### config.mk
export PLATFORM = sky130hd
export DESIGN_NAME = multicycle_ctrl
export DESIGN_NICKNAME = d
export VERILOG_FILES = /design/src/rtl/multicycle_ctrl.sv
export SDC_FILE = /design/constraint.sdc
export NUM_CORES = 1
export LEC_CHECK = 0
export ABC_AREA = 1
export ABC_CLOCK_PERIOD_IN_PS = 3180
export CAP_MARGIN = 20
export CELL_PAD_IN_SITES_DETAIL_PLACEMENT = 0
export CELL_PAD_IN_SITES_GLOBAL_PLACEMENT = 2
export CORE_ASPECT_RATIO = 0.8
export CORE_MARGIN = 2
export CORE_UTILIZATION = 15
export DETAILED_ROUTE_END_ITERATION = 8
export PLACE_DENSITY_LB_ADDON = 0.1
export SLEW_MARGIN = 40
export SYNTH_ARGS = -nofsm -noshare
export SYNTH_HDL_FRONTEND = slang
export SYNTH_SLANG_ARGS = --single-unit
### constraint.sdc
create_clock -name clk -period 3.18 [get_ports clk]
set_input_delay 0.795 -clock clk [delete_from_list [all_inputs] [get_ports clk]]
set_output_delay 0.795 -clock clk [all_outputs]
set_load 0.02 [all_outputs]
### src/rtl/multicycle_ctrl.sv
// Multicycle instruction-sequencing controller: Moore FSM plus combinational immediate-format select.
// Optional build macro ILLEGAL_TRAP_EN makes Op=11 a sticky trap; without it Op=11 is a one-cycle NOP.
module multicycle_ctrl (
  input  logic       clk,
  input  logic       reset_n,
  input  logic [1:0] Op,
  input  logic [5:0] Funct,
  input  logic       CondEx,
  output logic       IRWrite,
  output logic       NextPC,
  output logic       RegW,
  output logic       MemW,
  output logic       Branch,
  output logic       AdrSrc,
  output logic       ALUSrcA,
  output logic       ALUOp,
  output logic [1:0] ALUSrcB,
  output logic [1:0] ResultSrc,
  output logic [1:0] ImmSrc,
  output logic       InstrDone,
  output logic       Trap
);

  // state  | meaning
  // FETCH  | read instruction, PC += 4
  // DECODE | read registers, classify by Op
  // MEMADR | compute load/store address
  // MEMRD  | read data memory
  // MEMWB  | write loaded word to register file
  // MEMWR  | write data memory
  // EXECR  | ALU op, register operand
  // EXECI  | ALU op, immediate operand
  // ALUWB  | write ALU result to register file
  // BRANCH | load branch target into PC
  // TRAP   | illegal opcode (sticky or NOP depending on build)
  typedef enum logic [3:0] {
    S_FETCH, S_DECODE, S_MEMADR, S_MEMRD, S_MEMWB, S_MEMWR,
    S_EXECR, S_EXECI, S_ALUWB, S_BRANCH, S_TRAP
  } state_t;

  state_t state, state_next;
  logic   is_cmp;
  logic   reg_w_raw, mem_w_raw, branch_raw;
  logic   ir_write_raw, next_pc_raw, done_raw, trap_raw;

  // CMP/CMN (1010, 1011) only set flags, so they skip write-back
  assign is_cmp = (Funct[4:2] == 3'b101);

  always_ff @(posedge clk or negedge reset_n) begin
    if (!reset_n) state <= S_FETCH;
    else          state <= state_next;
  end

  always_comb begin
    state_next = state;
    case (state)
      S_FETCH:  state_next = S_DECODE;
      S_DECODE: begin
        case (Op)
          2'b01:   state_next = S_MEMADR;
          2'b00:   state_next = Funct[5] ? S_EXECI : S_EXECR;
          2'b10:   state_next = S_BRANCH;
          default: state_next = S_TRAP;
        endcase
      end
      S_MEMADR: state_next = Funct[0] ? S_MEMRD : S_MEMWR;
      S_MEMRD:  state_next = S_MEMWB;
      S_MEMWB:  state_next = S_FETCH;
      S_MEMWR:  state_next = S_FETCH;
      S_EXECR,
      S_EXECI:  state_next = is_cmp ? S_FETCH : S_ALUWB;
      S_ALUWB:  state_next = S_FETCH;
      S_BRANCH: state_next = S_FETCH;
`ifdef ILLEGAL_TRAP_EN
      S_TRAP:   state_next = S_TRAP;
`else
      S_TRAP:   state_next = S_FETCH;
`endif
      default:  state_next = S_FETCH;
    endcase
  end

  always_comb begin
    ir_write_raw = 1'b0;
    next_pc_raw  = 1'b0;
    reg_w_raw    = 1'b0;
    mem_w_raw    = 1'b0;
    branch_raw   = 1'b0;
    done_raw     = 1'b0;
    trap_raw     = 1'b0;
    AdrSrc       = 1'b0;
    ALUSrcA      = 1'b0;
    ALUOp        = 1'b0;
    ALUSrcB      = 2'b00;
    ResultSrc    = 2'b00;
    ImmSrc       = (Op == 2'b11) ? 2'b00 : Op;
    case (state)
      S_FETCH: begin
        ir_write_raw = 1'b1;
        next_pc_raw  = 1'b1;
        ALUSrcA      = 1'b1;
        ALUSrcB      = 2'b10;
        ResultSrc    = 2'b10;
      end
      S_DECODE: begin
        ALUSrcA   = 1'b1;
        ALUSrcB   = 2'b10;
        ResultSrc = 2'b10;
      end
      S_MEMADR: ALUSrcB = 2'b01;
      S_MEMRD:  AdrSrc  = 1'b1;
      S_MEMWB: begin
        ResultSrc = 2'b01;
        reg_w_raw = 1'b1;
        done_raw  = 1'b1;
      end
      S_MEMWR: begin
        AdrSrc    = 1'b1;
        mem_w_raw = 1'b1;
        done_raw  = 1'b1;
      end
      S_EXECR: begin
        ALUOp    = 1'b1;
        done_raw = is_cmp;
      end
      S_EXECI: begin
        ALUSrcB  = 2'b01;
        ALUOp    = 1'b1;
        done_raw = is_cmp;
      end
      S_ALUWB: begin
        reg_w_raw = 1'b1;
        done_raw  = 1'b1;
      end
      S_BRANCH: begin
        ALUSrcB    = 2'b01;
        ResultSrc  = 2'b10;
        branch_raw = 1'b1;
        done_raw   = 1'b1;
      end
      S_TRAP: begin
`ifdef ILLEGAL_TRAP_EN
        trap_raw = 1'b1;
        ImmSrc   = 2'b00;
`else
        done_raw = 1'b1;
`endif
      end
      default: ;
    endcase
  end

  // Reset forces enables low combinationally so an aborted instruction writes nothing
  assign IRWrite   = reset_n & ir_write_raw;
  assign NextPC    = reset_n & next_pc_raw;
  assign RegW      = reset_n & reg_w_raw  & CondEx;
  assign MemW      = reset_n & mem_w_raw  & CondEx;
  assign Branch    = reset_n & branch_raw & CondEx;
  assign InstrDone = reset_n & done_raw;
  assign Trap      = reset_n & trap_raw;

endmodule

==> run metrics <==
CTS max path bufs=2; Slew Viols, Final=0; Port Buffers=24; failing checks=DRC; CTS H-tree depth=1; fmax=325 MHz; largest net degree at the start of global routing=7; setup_tns=0 ns; Clk Latency, worst-skew pair=roughly 0.23 ns; critical path startpoint=reset_n; TritonCTS Buffers=3; Seq/Total Area, Yosys=between 20% and 30%; hold_sp=state[0]; TritonCTS clock tree=done; GP Congestion=0.721; unrepaired setup endpoints after global routing=no; commonest non-fill, non-tap cell in the layout=clkdlybuf4s50_1; gr ovfl total=0; critical path arrival=2.28 ns; 1st-iter DRT viols=12; Final Hold Viols=0; # IOs=27; Antenna Nets Post-Route=0; Required @ worst endpoint=2.38 ns; most flop-heavy register=state; initial antenna violation count=0; Detail Placement HPWL=between 900 and 1000 um; Core Region=approximately 0.0022 mm2; Final setup violation count=0; routed vias/inst=3.93; FF-to-FF End=state[2]; # Post-CTS Setup Buffers=0; DR DRC count=4; biggest regs=state x4; Crit Path Class=in -> out; Die Wd=~60 um; Synth Instances=between 50 and 60; Die Footprint=about 0.0028 mm2; Initial Util=16.3%; most frequent cells in the layout=clkdlybuf4s50_1, nand2_1, inv_1, nor2_1; Nets=97; number of global-route vias before repair=385; area grow syn2layout=80.2%; DR vias=between 400 and 500; Worst IR Drop VDD=between 0.15 and 0.2 mV; reg-to-reg setup timing slack=2.15 ns; max_cap viols=0; Total GRT Usage=8.30%; post-synthesis instance area=~360 um2; Mapped Avg Cell Area=6.21 um2; status=finished with violations; Crit Reg-Reg Startpoint=state[2]; Num Clock Sinks=4; Vert. Die Dim=between 40 and 50 um; FFs w/ async S/R, synth=100%; Leak=0.308 nW; crit end category=output pin; Warnings, synthesis=0; num rows=15; clock transition at the registers of the reported paths=0.04 ns; antenna diode count=0; pwr/cell area=993 mW/mm2; clock root buffer=clkbuf_4; WL final=1090 um; layout cells sized above 1=13.1%; crit path max fanout=3; Setup Skew=about 0.00026 ns; Critical Path Source Type=input pin; Synth cell types=19; worst reg2reg path depth=3; Worst Setup EP=NextPC; drt first pass iters=6; EDFF count, synth=0; total power=645 uW; first-pass GRT wire length=roughly 1700 um; fillers=approximately 260; ys flop type=dfrtp_1; Tmin final=3.07 ns; #FFs+latches synth=4; Final period util=96.6%; Largest register FFs=4; hold crit path type=reg -> reg; Post-Layout Cell Count=109; Finished Core Util=29.3%; Placed Cells=106; Mapped Nets=69; average wire per standard cell=between 10 and 15 um
-- cell families after synthesis --
group	after synthesis	share of synthesized area, %
AOI/OAI and AO/OA	9	14.6
and+or+nand+nor	31	41.0
DFF	4	27.8
buffers and inverters	13	15.6
other	1	1.04
-- worst max-delay path: stages --
cell and delay (ns):
clkdlybuf4s50_1 0.52, inv_1 0.08, nor3_1 0.24, clkdlybuf4s50_1 0.65
-- what timing repair did --
item,4_1_cts,5_1_grt
hold buffers,0,0
setup endpoints to repair,0,2
resized for setup,0,1
-- power breakdown --
group	switching [mW]	internal (mW)
Clock	0.0195	0.0421
Sequential	0.0352	0.0758
Combinational	0.270	0.203
Total	0.324	0.320
-- how the worst min path moves through the flow --
stage	end	slack, ns	cells after the start
after floorplan	state[0]	0.50	0
after global placement	state[0]	0.59	1
after detailed placement	state[0]	0.59	1
after CTS	state[0]	0.59	1
after global routing	state[0]	0.61	1
final	state[0]	0.61	1
-- per-layer routing --
layer	vias to the layer above	share of wire (%)	global-route usage, %
met4	0	0	5.45
li1	233	-	-
met1	175	52	11.3
met2	20	38	11.3
met3	0	9.8	2.43
met5	-	0	0
-- cells in the mapped netlist, types with 2 or more instances --
cell | number | share of area, %
dfrtp_1 | 4 | 28
o22ai_1 | 3 | 5.2
nand2_1 | 13 | 14
buf_4 | 2 | 4.2
o21ai_0 | 3 | 4.2
nor3_1 | 2 | 2.8
inv_2 | 2 | 2.1
inv_1 | 9 | 9.4
nand3_1 | 4 | 5.6
nor2_1 | 7 | 7.3
-- cell type report --
| type | instances | area (um2) | share of cell area, % |
|---|---|---|---|
| Clock buffer | 3 | 22.5 | 3.47 |
| Timing Repair Buffer | 25 | 250 | 38.5 |
| Tap cell | 25 | 31.3 | 4.82 |
| Multi-Input combinational cell | 41 | 204 | 31.4 |
| Sequential cell | 4 | 100 | 15.4 |
| Inverter | 11 | 41.3 | 6.36 |
-- metrics by stage --
step	setup WS (ns)	instance area [um2]	hold WS, ns
6_report	0.107	649	0.605
5_1_grt	0.00902	649	0.611
4_1_cts	0.0773	647	0.594
3_5_place_dp	0.0883	624	0.589
3_3_place_gp	0.114	624	0.595
2_1_floorplan	0.735	360	0.499
(Power assumes the default switching activity.)
==> edit: new RTL, same settings <==
The option `ILLEGAL_TRAP_EN` is turned on by a define.
--- a/src/rtl/multicycle_ctrl.sv
+++ b/src/rtl/multicycle_ctrl.sv
@@ -2,2 +2,4 @@
 // Optional build macro ILLEGAL_TRAP_EN makes Op=11 a sticky trap; without it Op=11 is a one-cycle NOP.
+`define ILLEGAL_TRAP_EN
+
 module multicycle_ctrl (
Check against the original RTL: not equivalent (a bounded check fails within 4 cycles, from zero or initial values and one cycle with reset_n low).
==> edit against the original RTL <==
- worst setup slack is essentially flat
- total power shrank 14%
- sequential cell count is the same
- area after synthesis grew 15%
- routed wire length grew 25%
- global-route usage grew 0.93 points
- cell area grew 13%
- largest cell class unchanged
- highest routed layer is now met4
==> edit: results (changes against the original RTL) <==
cell leakage power=0.000369 uW (+20%); layout cells sized above 1=0.182 (+0.0509); Post-Synth XOR/XNOR Area=0 (unchanged); r2r setup slk=2.04 ns (-0.11 ns); worst-path fanout max=7 (+4); complex-gate fraction of the synthesized area=0.0663 (-0.0796); Hold Path Depth=3 (+2); Hold Startpoint=state[2]; Worst Skew=0.00666 ns (+0.00640 ns); Met2 Wirelength=610 um (+46%); Internal Power=274 uW (-14%); Netlist cell types=19 (unchanged); Max stage delay cell, worst path=clkdlybuf4s50_1; Peak VDD IR=0.207 mV (+12%); total track usage=0.0923 (+0.00935); Filler cells=330 (+26%); DR iter-0 viols=4 (-8); hpwl dp=1120 um (+21%); Post-synth top cells=nand2_1, nor2_1, inv_1, nand3_1, inv_2; reg-to-reg startpoint=state[1]; top-area cell type share of the netlist area=0.241 (-0.0368); vias in the first global route=517 (+34%); global placement routability congestion=0.687 (-4.7%); final cell count without fillers=137 (+26%); met3 GRT Util=0.0242 (-0.0000952); r2r endpoint=state[1]; Worst Reg-to-Reg Cells=4 (+1); max layer used=met4; IO Port Bufs=25 (+4.2%); Comb pwr share=0.687 (-0.045); GRT met1 Usage=0.124 (+0.0104); register area share after synthesis=0.241 (-0.0368); Largest stage delay, worst path=0.62 ns (-0.03 ns); Post-Syn Nets=82 (+19%); placed instance count=134 (+26%); drt total wl=1360 um (+25%); final net count=112 (+15%); Vias per Instance=3.85 (-1.8%); Gate Count Post-Synth=71 (+22%); first-pass GRT wire length=2280 um (+37%); status=finished, final reports clean; top post-synthesis cells by area=dfrtp_1, nand2_1, nand3_1, nor2_1, inv_1; postcts setup bufs=0 (unchanged); DRT Pass-1 Iters=4 (-2)
## edit: changes by cell type after synthesis, sizes merged, moves of 3 or more
cell   before  now
nand3       4    8
nor2        9   13
inv        11   14
o22ai       3    0
nand2      15   20
## edit: through the flow
stage / setup WS (ns) / util / hold WS, ns / power [uW] / instance area (um^2)
finish: 0.108 / 0.273 / 0.635 / 552 / 737
global route: 0.0445 / 0.273 / 0.680 / 602 / 737
CTS: 0.0338 / 0.271 / 0.633 / 565 / 732
detailed placement: 0.0338 / 0.263 / 0.628 / 497 / 709
global placement: 0.0745 / 0.263 / 0.623 / 501 / 709
floorplan: 0.521 / - / 0.499 / 344 / 415
## edit: layout make-up
class,count,area [um^2],area share
Clock buffer,3,22.5,0.0306
Inverter,14,52.6,0.0713
Multi-Input combinational cell,51,244,0.331
Sequential cell,4,100,0.136
Tap cell,38,47.5,0.0645
Timing Repair Buffer,27,270,0.367
## edit: repair_timing
action                                  4_1_cts  5_1_grt
endpoints found under the hold margin         0        0
endpoints found under the setup margin        0        2
resized for setup                             0        2
